**src/rtl/multi_sync_filter.sv**
```systemverilog
// Per-channel level synchroniser: STAGES-deep flop chain followed by a FILT_LEN consecutive-cycle glitch filter.
// Define SYNC_EDGE_DET_EN to build registered o_rise/o_fall pulses; otherwise they are tied to 0.
module multi_sync_filter #(
    parameter int               WIDTH    = 1,
    parameter int               STAGES   = 2,
    parameter int               FILT_LEN = 4,
    parameter logic [WIDTH-1:0] RST_VAL  = '0
) (
    input  logic             i_clk,
    input  logic             i_reset_n,
    input  logic [WIDTH-1:0] i_async,
    output logic [WIDTH-1:0] o_sync,
    output logic [WIDTH-1:0] o_rise,
    output logic [WIDTH-1:0] o_fall
);

    localparam int CNT_W = (FILT_LEN < 1) ? 1 : $clog2(FILT_LEN + 1);
    localparam logic [CNT_W-1:0] CNT_LAST = CNT_W'(FILT_LEN - 1);

    generate
        if (STAGES < 2) begin : g_bad_stages
            $error("multi_sync_filter: STAGES must be >= 2");
        end
        if (FILT_LEN < 1) begin : g_bad_filt_len
            $error("multi_sync_filter: FILT_LEN must be >= 1");
        end
    endgenerate

    logic [WIDTH-1:0] sync_chain [STAGES];
    logic [WIDTH-1:0] s_level;
    logic [CNT_W-1:0] cnt [WIDTH];
    logic [WIDTH-1:0] accept;

    // Synchroniser chain: nothing but flops between the pin and s_level.
    always_ff @(posedge i_clk) begin
        if (!i_reset_n) begin
            for (int k = 0; k < STAGES; k++) begin
                sync_chain[k] <= RST_VAL;
            end
        end else begin
            sync_chain[0] <= i_async;
            for (int k = 1; k < STAGES; k++) begin
                sync_chain[k] <= sync_chain[k-1];
            end
        end
    end

    assign s_level = sync_chain[STAGES-1];

    // A channel commits its new level on the FILT_LEN-th consecutive disagreeing cycle.
    always_comb begin
        accept = '0;
        for (int i = 0; i < WIDTH; i++) begin
            accept[i] = (s_level[i] != o_sync[i]) && (cnt[i] == CNT_LAST);
        end
    end

    always_ff @(posedge i_clk) begin
        if (!i_reset_n) begin
            o_sync <= RST_VAL;
            for (int i = 0; i < WIDTH; i++) begin
                cnt[i] <= '0;
            end
        end else begin
            for (int i = 0; i < WIDTH; i++) begin
                if (s_level[i] == o_sync[i]) begin
                    cnt[i] <= '0;
                end else if (accept[i]) begin
                    o_sync[i] <= s_level[i];
                    cnt[i]    <= '0;
                end else begin
                    cnt[i] <= cnt[i] + CNT_W'(1);
                end
            end
        end
    end

`ifdef SYNC_EDGE_DET_EN
    // Pulses share the edge that updates o_sync, so they line up with the new level.
    always_ff @(posedge i_clk) begin
        if (!i_reset_n) begin
            o_rise <= '0;
            o_fall <= '0;
        end else begin
            o_rise <= accept & s_level;
            o_fall <= accept & ~s_level;
        end
    end
`else
    assign o_rise = '0;
    assign o_fall = '0;
`endif

endmodule

```
**config.mk**
```make
export PLATFORM = sky130hd
export DESIGN_NAME = multi_sync_filter
export DESIGN_NICKNAME = d
export VERILOG_FILES = /design/src/rtl/multi_sync_filter.sv
export SDC_FILE = /design/constraint.sdc
export NUM_CORES = 1
export LEC_CHECK = 0
export ABC_AREA = 1
export BUFFER_PORTS_ARGS = -buffer_cell sky130_fd_sc_hd__buf_4
export CAP_MARGIN = 25
export CORE_AREA = 2 2 39 41
export CTS_CLUSTER_DIAMETER = 30
export DETAILED_ROUTE_END_ITERATION = 8
export DIE_AREA = 0 0 41 43
export GPL_ROUTABILITY_DRIVEN = 0
export SETUP_SLACK_MARGIN = 0.2
export SLEW_MARGIN = 20
export SYNTH_ARGS = -nofsm -noshare
export SYNTH_HDL_FRONTEND = slang
export SYNTH_SLANG_ARGS = --single-unit
```
**constraint.sdc**
```tcl
create_clock -name i_clk -period 2.55 [get_ports i_clk]
set_input_delay 0.51 -clock i_clk [delete_from_list [all_inputs] [get_ports i_clk]]
set_output_delay 0.51 -clock i_clk [all_outputs]
set_load 0.01 [all_outputs]
```
* Word-level counts from Yosys, hierarchy flattened *
Memory sizes are Yosys's and may differ from the RTL's.
Index checks and enable logic that the tools add are counted.

storage, ports and cells
  flip-flop bits (word level) = 1
  bits in writable memories = 5
  input port bits = 3
  output and inout port bits = 3
  word-level logic and storage cells = 36
  memories = 2

memory list
  memory      words  bits a word  rd ports  clocked after Yosys merged registers in  write ports  RTL line  source
  cnt         1      3            1         0                                        1            31        logic [CNT_W-1:0] cnt [WIDTH];
  sync_chain  2      1            2         0                                        2            29        logic [WIDTH-1:0] sync_chain [STAGES];

cells by class
  add/subtract/negate cells = 1
  eq/ne operators = 3
  multiplexer cells = 21
  bitwise gates (word level) = 3
  reductions and logical operators = 5

operators with widths
  kind                 number
  $mux 1               18
  $mux 3               3
  $reduce_or 3->1      3
  $add 3x1->3 const B  1
  $eq 3x2->1 const B   1
  $or 1x1->1           2
  $reduce_and 2->1     1
  $eq 1x1->1           1
  $logic_and 1x1->1    1
  $ne 1x1->1           1
  $not 1->1            1

* Longest topological paths before layout *
Gate-level depths: netlist of run 1.
An unclocked memory read counts as a cell.

  depth in word-level cells = 10
  gate-level depth with buffers = 5
  gate-level depth less buffers = 5

* Least setup slack after synthesis of run 1 *
OpenSTA, ideal clock, no wires.

  kind = register -> register
  start point = memory cnt[0][0] (netlist name)
  end point = memory cnt[0][0] (netlist name) (data pin)
  library setup time = 0.138 ns
  arrival = 1.031 ns
  data required time = 2.412 ns
  path slack = 1.380 ns
  cell stages (with the launch flop) = 6
  buffers on the path = 0
  period minus slack after synthesis = 1.170 ns
  cell sequence = edfxtp_1 > ha_1 > ha_1 > nor2_2 > nand3_2 > nor2_1

between the ends
  cells in the longest elaborated chain, start to end = 10
  elaborated cells between the ends (all ways) = 16
  classes of those cells = add/sub (1); eq/ne (1); mux (10); reduce/logical (3); memory (1)

RTL lines
  what                              RTL line  source
  start: declaration                31
  $mem_v2 1x3 (*)                   -
  $eq 3x2->1                        54        accept[i] = (s_level[i] != o_sync[i]) && (cnt[i] == CNT_LAST);
  $logic_and 1x1->1                 54
  $mux 1                            68        end else if (accept[i]) begin
  $mux 1                            66        if (s_level[i] == o_sync[i]) begin
  $mux 1                            59        if (!i_reset_n) begin
  $mux 1 (not written as such)      70        cnt[i] <= '0;
  $reduce_or 3->1 (no source line)  -
  $mux 3 (no source line)           -
  $mux 3 (no source line) (*)       -

Mark *: on every way between the ends. The rest lies on a longest branch, timed or not.

* Final worst setup path of run 1 *
  start point = memory cnt[0][0] (netlist name)
  end point = memory cnt[0][1] (netlist name) (data pin)

The elaborated chain is that of the path after synthesis.

==> out/results.ini, run 1 <==
[run_status]
status=complete, no violations

[logic_synthesis]
synth_top_cells_by_count=inv_1 (6), nand2_1 (6), nor2_1 (5)
synth_area_sq_um=282
synth_edf_count=3
yosysWarnings=0
yosysTopAreaCellShare_pct=32.0
synth-seq-area-share_pct=53.3
syn_inst=32
synthFlopType=edfxtp_1
synth_top_area_cell=edfxtp_1
postSynthAreaPerCell_sq_um=8.80
synth.area.mux_share_pct=0
yosys-top-cells-area=edfxtp_1 (32%), dfxtp_1 (21%), ha_1 (8.9%)
yosys.area_share.adder_pct=8.89
synth-simple-area-share_pct=20.4
synth-seq-cells=6
synth_top_family_by_area=simple AND/OR/NAND/NOR gates
async_flop_share_pct=0
synth_compound_area_share_pct=0
synthXorXnorAreaFrac_pct=0
netlist-cell-type-count=11

[sta]
final-setup-viol-count=0
rsz0062_at_grt=no
period_minus_slack_ns=1.27
finClkSkew_ns=0.00583
maxSlewViolCount=0
finalHoldViolations=0
holdWs_ns=0.412
max_freq_mhz=784
min_period_over_period_pct=50.0
fin_setup_tns_ns=0

[route]
wl_per_cell_um=6.32
drt-total-wl_um=354
drt_first_pass_iters=3
via_count=180
drc=0
vias_per_cell=3.21
drt_iter0_drc=1
final_antenna_net_count=0

[power]
comb_power_share_pct=7.1
p_int_mw=0.172
clkPwrFrac_pct=43.7
switching_share_pct=21.7
power.density_mw_per_mm2=634
p_switching_mw=0.0476
p_leak_nw=0.178
seqPwrFrac_pct=49.1
ir_worst_vdd_v=0.000190

[global_route]
grt_max_degree=5
grt_pass1_wl_um=690
grt_pass1_vias=159
grt_usage_pct=6.85
antenna_found_initial=0
overflow=0

[run]
cap_violations=0

[die]
start_util_pct=20.3
ios=6
rows=14
die_h_um=43
dieArea_sq_mm=0.00176
core-area_sq_mm=0.00138
die_w_um=41

[worst_setup_path]
worstSetupPathType=reg2reg
arrival_ns=1.38
cp_slowest_cell=edfxtp_1
start_kind=flip-flop
crit_top_cell=ha_1
critPathMaxFanout=3
path_cells=ha_1 -> ha_1 -> nor2_2 -> nand3_2 -> nor2_1
path_buf_inv=0
cp-end-kind=flip-flop
required_ns=2.66
critPathTopFamily=adder cells
slowest_delay_ns=0.40

[layout]
drive_above_1_share_pct=22.5
n_antenna_cell=0
final_nets=46
area_delta_synth_final_pct=23.1

[clock_tree]
cts_tree=yes
htree_levels=1
cts_buffers=3
numClockSinks=6
cts_resized=0
root_buffer=clkbuf_4
clk_pin_slew_worst_paths_ns=0.05
clock_latency_ns=0.24
post-cts-setup-buffers=0
clockBufferDepth=2
postCtsHoldBufs=0

[placement]
port_buffers=3

[min_path]
hold_path_class=reg2reg

==> worst register-to-register path, delay by kind of cell (launching register included) <==
family | cells | cell delay (ns)
adder cells (fa/ha/maj) | 2 | 0.44
AND/OR/NAND/NOR | 3 | 0.30
flip-flops | 1 | 0.40
==> final timing paths <==
path              slack [ns]  depth (start not counted)                     endpoint                        start
setup / recovery        1.28                          5      cnt[0][1]$_SDFFCE_PN0P_      cnt[0][0]$_SDFFCE_PN0P_
hold / removal          0.41                          2  sync_chain[0][1]$_SDFF_PN0_  sync_chain[0][0]$_SDFF_PN0_
setup reg to reg        1.28                          5      cnt[0][1]$_SDFFCE_PN0P_      cnt[0][0]$_SDFFCE_PN0P_
hold reg to reg         0.41                          2  sync_chain[0][1]$_SDFF_PN0_  sync_chain[0][0]$_SDFF_PN0_
==> flip-flops by register name, indices dropped and copies added (netlist names) <==
register    cells
cnt             3
o_sync          1
sync_chain      2
==> metrics by stage <==
step	total power, mW	area (sq um)	util [%]	worst slack [ns]	instances
2_1_floorplan	0.122	293	-	1.38	35
3_3_place_gp	0.125	320	23.1	1.30	52
3_5_place_dp	0.126	320	23.1	1.26	52
4_1_cts	0.225	347	25.0	1.25	56
5_1_grt	0.236	347	25.0	1.15	56
6_report	0.220	347	25.0	1.28	56
==> cell type report <==
class	instances	area (sq um)
Inverter	7	26.3
Fill cell	157	1040
Sequential cell	6	150
Multi-Input combinational cell	20	101
Tap cell	16	20.0
Clock buffer	4	26.3
Timing Repair Buffer	3	22.5
==> power groups by stage <==
stage	Sequential, mW	Clock (mW)	Combinational, mW
after floorplan	0.110	0	0.0126
after global placement	0.110	0	0.0153
after detailed placement	0.110	0	0.0158
after CTS	0.108	0.101	0.0158
after global routing	0.108	0.108	0.0197
final	0.108	0.0961	0.0156
==> layout by cell type, fill, tap and decap left out, types with 2 or more instances in the layout <==
cell,netlist,routed
inv_1,6,6
conb_1,2,5
dfxtp_1,3,3
clkbuf_4,0,3
buf_4,2,3
edfxtp_1,3,3
nand2_1,6,6
nor2_1,5,5
ha_1,2,2
==> cell families (layout without fill, tap and decap cells) <==
kind of cell | count (synthesis) | in the layout
adders and majority gates | 2 | 2
buffers and inverters | 9 | 14
DFF | 6 | 6
other | 2 | 5
and+or+nand+nor | 13 | 13
==> routing by layer <==
layer,vias to the layer above,GRT usage (%),part of all wire [%]
met5,-,0,0
met4,0,8.00,0
met3,0,6.28,9.3
met2,5,5.63,42
met1,74,8.47,48
li1,101,-,-
(Power assumes the default switching activity.)
==> inputs of run 2 (changes only) <==
clock period = 1.21 ns   (was 2.55 ns; I/O delays follow)
==> out/results.ini, run 2 (synthesis gave the netlist of run 1 again) <==
[power]
ir_worst_vdd_v=0.000574
power_mw=0.479
power.density_mw_per_mm2=1230
p_leak_nw=0.182

[route]
wl_per_cell_um=7.79
via_count=196
drt_iter0_drc=2
drc=0
drt-total-wl_um=444
final_antenna_net_count=0
vias_per_cell=3.44
drt_first_pass_iters=4

[die]
core-area_sq_mm=0.00138
ios=6
die_h_um=43
start_util_pct=20.3
rows=14
dieArea_sq_mm=0.00176
die_w_um=41

[layout]
largest_reg_flops=3
fillers=152
layout_common_cells=inv_1 (6), nand2_1 (6), conb_1 (5)
postLayoutCoreUtil_pct=28.2
drive_above_1_share_pct=39.0
regMostFlops=cnt
area_delta_synth_final_pct=38.7
top_regs=cnt x3, sync_chain x2, o_sync x1
final_nets=47
n_antenna_cell=0
stdcell_area_sq_um=390

[sta]
maxSlewViolCount=0
final-setup-viol-count=0
rsz0062_at_grt=yes
period_minus_slack_ns=1.20
finClkSkew_ns=0.000682
holdWs_ns=0.181
finalHoldViolations=0
max_freq_mhz=831
setup_ws_ns=0.00644
min_period_over_period_pct=99.5

[placement]
hpwl_um=275
place_area_sq_um=335
post-place-ws_ns=0.0610
port_buffers=3

[worst_setup_path]
arrival_ns=1.31
cp_slowest_cell=edfxtp_1
r2r_slack_ns=0.006
worstSetupPathType=reg2reg
critPathMaxFanout=3
start_kind=flip-flop
path_cells=ha_2 -> ha_4 -> nor2_4 -> nand3_4 -> nor2_2
cp-end-kind=flip-flop
required_ns=1.32
slowest_delay_ns=0.38
ff2ff_path_depth=5

[clock_tree]
clk_pin_slew_worst_paths_ns=0.05
root_buffer=clkbuf_4
numClockSinks=6
cts_buffers=3
htree_levels=1
clockBufferDepth=2
cts_tree=yes
clock_latency_ns=0.24
postCtsHoldBufs=0

[global_route]
grt_max_degree=5
antenna_found_initial=0
grt_pass1_wl_um=703
met2_usage_pct=9.69
met3_usage_pct=6.28
busiest_layer=met2
grt_usage_pct=6.45
grt_pass1_vias=185
overflow=0
use_met1_pct=5.86

[run_status]
status=complete, no violations

[min_path]
hold_path_class=in2reg
whs_path_depth=3

[run]
cap_violations=0

-- run 2: worst paths after layout --
check                                    from                           to
setup / recovery      cnt[0][1]$_SDFFCE_PN0P_      cnt[0][2]$_SDFFCE_PN0P_
hold / removal                        i_async  sync_chain[0][0]$_SDFF_PN0_
setup reg to reg      cnt[0][1]$_SDFFCE_PN0P_      cnt[0][2]$_SDFFCE_PN0P_
hold reg to reg   sync_chain[0][0]$_SDFF_PN0_  sync_chain[0][1]$_SDFF_PN0_
-- run 2: final cells by class --
cell class                      count  area (sq um)  share of cell area [%]
Clock buffer                        4          26.3                    6.73
Inverter                            7          26.3                    6.73
Multi-Input combinational cell     20           136                    34.9
Sequential cell                     6           151                    38.8
Tap cell                           16          20.0                    5.13
Timing Repair Buffer                4          30.0                    7.69
-- run 2: timing repair --
action	in CTS	in global routing
gates resized for setup	1	5
pin swaps	0	1
setup endpoints to repair	3	5
buffers inserted	0	1
-- run 2: critical path, delay by kind of cell (launching register included) --
family,cells,cell delay (ns)
adders and majority gates,2,0.38
DFF,1,0.38
and+or+nand+nor,3,0.30
-- run 2: power by group --
group / internal, mW / total [mW] / switching [mW] / leakage [nW]
Combinational: 0.0216 / 0.0483 / 0.0267 / 0.110
Clock: 0.125 / 0.203 / 0.0777 / 0.0150
Sequential: 0.224 / 0.228 / 0.00406 / 0.0561
-- run 2: per-stage QoR --
step,cells,setup TNS (ns)
floorplan,35,0
global placement,52,0
detailed placement,52,0
CTS,56,0
global route,57,-0.154
finish,57,0
-- run 2: metal layers --
| layer | routed length (um) | share of wire, % |
|---|---|---|
| met5 | 0 | 0 |
| met4 | 0 | 0 |
| met3 | 41 | 9.2 |
| met2 | 242 | 55 |
| met1 | 159 | 36 |
==> inputs of run 3 (changes only) <==
==> constraint.sdc (replaced) <==
create_clock -name i_clk -period 1.21 [get_ports i_clk]
set_input_delay 0.121 -clock i_clk [delete_from_list [all_inputs] [get_ports i_clk]]
set_output_delay 0.121 -clock i_clk [all_outputs]
set_load 0.01 [all_outputs]
==> out/results.ini, run 3 (synthesis gave the netlist of run 1 again) <==
[placement]
port_buffers=3
hpwl_um=275

[route]
wl_met1_um=159
via_count=196
dr_wl_met3_um=41
drc=0
wl_per_cell_um=7.79
met2WireLength_um=242
final_antenna_net_count=0
drt_first_pass_iters=4
drt-total-wl_um=444
drt_iter0_drc=2
top_layer=met3
vias_per_cell=3.44

[clock_tree]
clk_pin_slew_worst_paths_ns=0.05
clockBufferDepth=2
htree_levels=1
clock_latency_ns=0.24
cts_buffers=3
numClockSinks=6
cts_tree=yes
root_buffer=clkbuf_4
postCtsHoldBufs=0

[layout]
n_antenna_cell=0
drive_above_1_share_pct=36.6
regMostFlops=cnt
area_delta_synth_final_pct=38.2
final_nets=47
postLayoutCoreUtil_pct=28.1
largest_reg_flops=3
layout_common_cells=inv_1 (6), nand2_1 (6), conb_1 (5)
top_regs=cnt x3, sync_chain x2, o_sync x1

[sta]
finalHoldViolations=0
rsz0062_at_grt=yes
min_period_over_period_pct=99.5
finClkSkew_ns=0.000682
max_freq_mhz=831
holdWs_ns=0.0596
period_minus_slack_ns=1.20
maxSlewViolCount=0
final-setup-viol-count=0

[global_route]
grt_pass1_vias=185
grt_pass1_wl_um=703
overflow=0
grt_usage_pct=6.45
grt_max_degree=5
antenna_found_initial=0

[worst_setup_path]
required_ns=1.32
crit_cells=5
critPathLaunch=cnt[0][1]$_SDFFCE_PN0P_
start_kind=flip-flop
worstSetupPathType=reg2reg
cp-end-kind=flip-flop
timing.rr.start=cnt[0][1]$_SDFFCE_PN0P_
cp_slowest_cell=edfxtp_1
path_cells=ha_2 -> ha_4 -> nor2_4 -> nand3_4 -> nor2_2
critPathMaxFanout=3
path_buf_inv=0
ff2ff_path_depth=5
critPathTopFamily=flip-flops
slowest_delay_ns=0.38
arrival_ns=1.31

[run]
cap_violations=0

[power]
power_mw=0.479
ir_worst_vdd_v=0.000574
p_leak_nw=0.181
power.density_mw_per_mm2=1230

[run_status]
status=complete, no violations

[die]
start_util_pct=20.3
core-area_sq_mm=0.00138
die_h_um=43
die_w_um=41
dieArea_sq_mm=0.00176
rows=14
ios=6

[min_path]
whs_path_depth=3
min_from=i_async
hold_path_class=in2reg

[run 3: cell counts in the layout (fill, tap and decap cells not counted)]
No cell type changed its count.
[run 3: final cells by class]
cell class              instances  area (sq um)
flip-flops and latches          6           150
repair buffers                  4          30.0
inverters                       7          26.3
fillers                       150           995
multi-input cells              20           136
well taps                      16          20.0
clock buffers                   4          26.3
[run 3: final timing paths]
| check | endpoint | slack (ns) |
|---|---|---|
| max reg2reg | cnt[0][2]$_SDFFCE_PN0P_ | 0.006 |
| min reg2reg | sync_chain[0][1]$_SDFF_PN0_ | 0.41 |
| max | cnt[0][2]$_SDFFCE_PN0P_ | 0.006 |
| min | sync_chain[0][0]$_SDFF_PN0_ | 0.06 |
[run 3: report_power, final]
group | internal, mW | leakage (nW) | switching, mW | total [mW]
clock | 0.125 | 0.0150 | 0.0777 | 0.203
sequential | 0.224 | 0.0556 | 0.00406 | 0.228
combinational | 0.0216 | 0.110 | 0.0267 | 0.0483
total | 0.370 | 0.181 | 0.108 | 0.479
[run 3: through the flow]
| stage | instance area, sq um | TNS [ns] | cells | setup slack, ns |
|---|---|---|---|---|
| 2_1_floorplan | 308 | 0 | 35 | 0.123 |
| 3_3_place_gp | 335 | 0 | 52 | 0.0695 |
| 3_5_place_dp | 335 | 0 | 52 | 0.0610 |
| 4_1_cts | 364 | 0 | 56 | 0.0290 |
| 5_1_grt | 389 | -0.154 | 57 | -0.0579 |
| 6_report | 389 | 0 | 57 | 0.00644 |
[run 3: layer usage]
| metal | up-vias | track usage, % |
|---|---|---|
| li1 | 103 | - |
| met1 | 86 | 5.86 |
| met2 | 7 | 9.69 |
| met3 | 0 | 6.28 |
| met4 | 0 | 2.00 |
| met5 | - | 0 |
[run 3: worst min-delay path, stage by stage]
cell     delay (ns)
buf_4          0.07
nand2_1        0.04
inv_1          0.04
[run 3: what timing repair did]
| action | CTS | global route |
|---|---|---|
| pin swaps | 0 | 1 |
| buffers inserted | 0 | 1 |
| gates cloned | 0 | 0 |
| endpoints found under the setup margin | 3 | 4 |
| gates resized for setup | 1 | 4 |
